## src/rtl/mem_access_ctrl.sv

```systemverilog
`default_nettype none
// ============================================================================
// Module   : mem_access_ctrl
// Purpose  : Single-port flop-array memory behind a valid/ready request
//            channel and a valid/ready response channel. Adds byte enables,
//            configurable wait states, response back-pressure, out-of-range
//            error reporting and a saturating count of successful accesses.
// Ports    : clk, rst_n                 clock / async active-low reset
//            req_valid/req_ready        request handshake
//            req_write, req_addr,       request command, word address,
//            req_wdata, req_be          write data and byte enables
//            rsp_valid/rsp_ready        response handshake
//            rsp_rdata, rsp_err         read data (0 on write/error), error
//            busy                       high whenever not idle
//            access_count               successful transactions, saturating
// Revision : 1.0 - initial release
// ============================================================================
module mem_access_ctrl #(
  parameter int DATA_WIDTH  = 32,
  parameter int DEPTH       = 16,
  parameter int ADDR_WIDTH  = $clog2(DEPTH) + 1,
  parameter int WAIT_CYCLES = 2,
  parameter int BE_WIDTH    = DATA_WIDTH / 8
) (
  input  logic                  clk,
  input  logic                  rst_n,
  input  logic                  req_valid,
  output logic                  req_ready,
  input  logic                  req_write,
  input  logic [ADDR_WIDTH-1:0] req_addr,
  input  logic [DATA_WIDTH-1:0] req_wdata,
  input  logic [BE_WIDTH-1:0]   req_be,
  output logic                  rsp_valid,
  input  logic                  rsp_ready,
  output logic [DATA_WIDTH-1:0] rsp_rdata,
  output logic                  rsp_err,
  output logic                  busy,
  output logic [15:0]           access_count
);

  localparam int IDX_W = $clog2(DEPTH);

  localparam logic [1:0] ST_IDLE   = 2'd0;
  localparam logic [1:0] ST_ACTIVE = 2'd1;
  localparam logic [1:0] ST_WAIT   = 2'd2;
  localparam logic [1:0] ST_DONE   = 2'd3;

  // The WAIT counter is loaded with WAIT_CYCLES-1 and leaves at zero, so the
  // block spends exactly WAIT_CYCLES cycles in WAIT.
  localparam logic [3:0]  WAIT_LOAD = (WAIT_CYCLES == 0) ? 4'd0 : 4'(WAIT_CYCLES - 1);
  localparam logic [15:0] COUNT_MAX = 16'hFFFF;

  logic [1:0]            state;
  logic                  wr_q;
  logic [ADDR_WIDTH-1:0] addr_q;
  logic [DATA_WIDTH-1:0] wdata_q;
  logic [BE_WIDTH-1:0]   be_q;
  logic [3:0]            wait_cnt;
  logic [DATA_WIDTH-1:0] mem [DEPTH];

  logic                  in_range;
  logic [IDX_W-1:0]      idx;
  logic [DATA_WIDTH-1:0] merged;

  // The extra address bit lets the master reach addresses >= DEPTH; the
  // truncated index is only used when the full address is in range.
  assign in_range = (32'(addr_q) < 32'(DEPTH));
  assign idx      = addr_q[IDX_W-1:0];

  // Byte-granular merge of captured write data over the current word.
  generate
    for (genvar b = 0; b < BE_WIDTH; b++) begin : g_byte
      assign merged[b*8 +: 8] = be_q[b] ? wdata_q[b*8 +: 8] : mem[idx][b*8 +: 8];
    end
  endgenerate

  assign req_ready = (state == ST_IDLE);
  assign busy      = ~req_ready;
  assign rsp_valid = (state == ST_DONE);

  always_ff @(posedge clk or negedge rst_n) begin
    if (!rst_n) begin
      state        <= ST_IDLE;
      wr_q         <= 1'b0;
      addr_q       <= '0;
      wdata_q      <= '0;
      be_q         <= '0;
      wait_cnt     <= 4'd0;
      rsp_rdata    <= '0;
      rsp_err      <= 1'b0;
      access_count <= 16'd0;
    end else begin
      case (state)
        ST_IDLE: begin
          if (req_valid) begin
            wr_q    <= req_write;
            addr_q  <= req_addr;
            wdata_q <= req_wdata;
            be_q    <= req_be;
            state   <= ST_ACTIVE;
          end
        end
        ST_ACTIVE: begin
          rsp_err   <= ~in_range;
          rsp_rdata <= (in_range && !wr_q) ? mem[idx] : '0;
          if (WAIT_CYCLES == 0) begin
            state <= ST_DONE;
          end else begin
            state    <= ST_WAIT;
            wait_cnt <= WAIT_LOAD;
          end
        end
        ST_WAIT: begin
          if (wait_cnt == 4'd0) begin
            state <= ST_DONE;
          end else begin
            wait_cnt <= wait_cnt - 4'd1;
          end
        end
        ST_DONE: begin
          // Response fields stay frozen until the master takes them.
          if (rsp_ready) begin
            state     <= ST_IDLE;
            rsp_rdata <= '0;
            rsp_err   <= 1'b0;
            if (!rsp_err && access_count != COUNT_MAX) begin
              access_count <= access_count + 16'd1;
            end
          end
        end
        default: state <= ST_IDLE;
      endcase
    end
  end

  // Storage: cleared on reset, written once per transaction in ACTIVE.
  always_ff @(posedge clk or negedge rst_n) begin
    if (!rst_n) begin
      for (int i = 0; i < DEPTH; i++) begin
        mem[i] <= '0;
      end
    end else if (state == ST_ACTIVE && wr_q && in_range) begin
      mem[idx] <= merged;
    end
  end

endmodule
`default_nettype wire
```

## config.mk

```make
export PLATFORM = sky130hd
export DESIGN_NAME = mem_access_ctrl
export DESIGN_NICKNAME = d
export VERILOG_FILES = /design/src/rtl/mem_access_ctrl.sv
export SDC_FILE = /design/constraint.sdc
export NUM_CORES = 1
export LEC_CHECK = 0
export CAP_MARGIN = 25
export CORE_UTILIZATION = 57
export DETAILED_ROUTE_END_ITERATION = 8
export PLACE_DENSITY = 0.75
export SYNTH_ARGS = -nofsm -noshare
export SYNTH_HDL_FRONTEND = slang
export SYNTH_SLANG_ARGS = --single-unit
```

## constraint.sdc

```tcl
create_clock -name clk -period 3 [get_ports clk]
set_input_delay 0.6 -clock clk [delete_from_list [all_inputs] [get_ports clk]]
set_output_delay 0.6 -clock clk [all_outputs]
set_load 0.02 [all_outputs]
```

==> results.md, run 1 <==
* Min cycle time layout at 2.730 ns
* Synth Net Count at 2,574
* Register bit total from synthesis at 609
* Element type at the critical path end: output pin
* Comb pwr share at 44.6%
* Die area at 49,270 um2
* Seq/Total Area, Yosys at 55.26%
* Post-synth top area cell: dfrtp_1
* CTS Buf Count at 61
* Clk sinks at 609
* GPL Wtd Cong at 0.8609
* Post-synth cell types at 63
* Post-CTS resize count at 0
* Fraction of layout cells with a size suffix above 1 at 17.51%
* First-pass GRT wire length at 117,800 um
* Setup crit start kind: flip-flop
* Final period util at 91.00%
* RSZ-0062 raised after global routing: false
* Max_cap viols at 0
* Status: complete, no violations
* Die width at 222.0 um
* Post-synth EDFFs at 0
* Slew Limit Headroom at 31.30%
* Post-route DRC at 0
* Synth top area share at 55.26%
* Area growth syn-to-layout at 16.26%
* Nets at 2,689
* Place WS at 0.3222 ns
* Worst Clk Skew at 0.01936 ns
* Design area at 32,060 um2
* Worst-Skew Late Latency at 0.63 ns
* Synthesized area at 27,580 um2
* Final Util at 67.15%
* H-tree depth at 2
* Grt ovf at 0
* Area contributors post-synth: dfrtp_1 (55%), mux2i_1 (8.1%), nor2_1 (5.1%)
* Router iterations before antenna repair at 5
* Most frequent cells after synthesis: dfrtp_1 (609), nor2_1 (376), a21oi_1 (273)
* Power Dens Cells at 1182 nW/um2
* Ys Warns at 0
* Maximum VDD drop at 0.6668 mV
* Longest Clk Path Bufs at 3
* Site row count at 80
* Worst-margin pin slew at 1.027 ns
* Root Driver: clkbuf_16
* Crit-path max FO at 7
* Setup_tns at 0 ns
* Arrival time worst endpoint at 2.13 ns
* Final setup margin at 0.2700 ns
* DR vias/cell at 6.244
* Total wire length at 73,810 um
* Pleak at 14.75 nW
* Post-route ant nets at 0
* Core Box Area at 47,750 um2
* Final setup viols at 0
* DP Area at 30,040 um2
* Mean Syn Cell Area at 10.94 um2
* PortBufs at 97
* Switch Pwr at 0.01521 W
* Initial antenna violation count at 3
* Reg clk slew, reported paths at 0.06 ns
* Clock power share at 20.2%
* Vias in the first global route at 20,862
* Pin count of the biggest net entering global routing at 90
* Cells after synthesis at 2,520
* Die Y at 222.0 um
* Post-CTS setup buffer count at 0
* # IOs at 98
* Top_reg_cell synth: dfrtp_1
* Sequential power share at 35.2%
* CTS tree: yes
* Worst EP required at 2.40 ns
* Iteration-0 DRC Markers at 1,679
* Max Slew Vio Count at 0
* Endpoints failing hold at 0
* FFs w/ async S/R, synth at 100.0%
* GRT Util Overall at 30.60%
* Initial Util at 57.76%
* Net Sw Frac at 40.14%
* Most common cell in the netlist: dfrtp_1
* Critical path type: flip-flop to output pin
* Hold Path Class: flip-flop to flip-flop
* Internal power at 0.02268 W
* Mean routed wirelength per cell at 22.40 um
* Highest Clock Rate at 366.3 MHz
* Dpl hpwl at 47,920 um
* Routed vias at 20,575
kinds of logic after synthesis:
logic type / share of synthesized area, %
XOR/XNOR: 0.4129
flip-flops: 55.26
AO/OA/AOI/OAI: 17.50
multiplexers: 13.04
AND/OR/NAND/NOR: 9.537
buffers and inverters: 3.884
adder cells (fa/ha/maj): 0.3630
placed cells by master (no fill, tap or decap), types with 3 or more instances in the layout:
cell type,n
a21bo_2,9
a21boi_4,9
a21oi_1,273
a221oi_2,9
a22o_1,39
a22oi_1,91
a31o_1,3
a31oi_1,81
a32oi_2,29
and2_1,4
buf_12,43
buf_4,102
bufinv_16,4
clkbuf_1,13
clkbuf_16,61
clkbuf_8,18
clkdlybuf4s50_1,96
clkinv_2,8
dfrtp_1,608
ha_1,8
inv_1,6
mux2_2,122
mux2i_1,221
nand2_1,151
nand2b_1,7
nand3_1,42
nand3_2,10
nor2_1,367
nor2_4,10
nor2b_1,3
nor3_1,7
nor3_4,3
o21ai_0,88
o21ai_1,41
o22ai_1,18
o31a_2,8
o31ai_1,7
or3_2,3
xnor2_1,4
xor2_1,9
through the flow:
step           total power (W)  hold WS [ns]  instances
6_report               0.03789        0.4807       3295
3_5_place_dp           0.03001        0.4694       3186
4_1_cts                0.03778        0.4822       3294
2_1_floorplan          0.02428        0.3044       2520
5_1_grt                0.03995        0.4993       3294
3_3_place_gp           0.02925        0.4599       3185
power by group through the flow:
stage	combinational [W]	sequential (W)	clock [W]
after floorplan	0.0114	0.0129	0
after global placement	0.0160	0.0132	0
after detailed placement	0.0166	0.0134	0
after CTS	0.0167	0.0133	0.00777
after global routing	0.0182	0.0137	0.00806
final	0.0169	0.0133	0.00766
worst max-delay path, cell delays in order, from the launching register on:
cell	delay (ns)
dfrtp_1	0.38
ha_1	0.41
clkdlybuf4s50_1	0.72
path summary, 6_finish.rpt:
| kind | depth (start not counted) | from | to | slack, ns |
|---|---|---|---|---|
| max | 2 | state[1] | rsp_valid | 0.27 |
| min | 2 | mem[136] | mem[136] | 0.48 |
| max reg2reg | 6 | addr_q[3] | mem[277] | 0.32 |
| min reg2reg | 2 | mem[136] | mem[136] | 0.48 |
| max in group asynchronous | 3 | rst_n | addr_q[1] | 1.57 |
| min in group asynchronous | 2 | rst_n | mem[120] | 0.51 |
sequential cells by signal, summed over array words and instances, names as in the netlist:
| name | cells |
|---|---|
| access_count | 16 |
| addr_q | 5 |
| be_q | 4 |
| mem | 512 |
| rsp_err | 1 |
| rsp_rdata | 32 |
| state | 2 |
| wait_cnt | 4 |
| wdata_q | 32 |
| wr_q | 1 |
final cells by class:
cell class	count	area, um2
sequential	609	15240
multi-input combinational	1712	11390
tap	615	769.5
clock inverter	15	183.9
inverter	7	26.28
antenna	1	2.502
fill	3445	15680
timing repair buffer	244	2624
clock buffer	92	1823
routing by layer:
metal	vias to the layer above	track usage [%]	routed length [um]
met5	-	0	10
met4	2	11.87	2890
met3	199	5.142	4850
met2	776	48.60	34790
met1	10341	42.31	31260
li1	9257	-	-
timing repair:
item	in CTS	in global routing
hold endpoints to repair	53	0
endpoints found under the setup margin	0	0
hold buffers	1	0
Power figures use the tool's default switching activity.
==> inputs of run 2 (changes only) <==
--- a/config.mk
+++ b/config.mk
@@ -9,6 +9,7 @@
 export CORE_UTILIZATION = 57
 export DETAILED_ROUTE_END_ITERATION = 8
 export PLACE_DENSITY = 0.75
+export SKIP_LAST_GASP = 1
 export SYNTH_ARGS = -nofsm -noshare
 export SYNTH_HDL_FRONTEND = slang
 export SYNTH_SLANG_ARGS = --single-unit
==> results of run 2 <==
No change in the layout: final DEF, timing and power equal those of run 1.
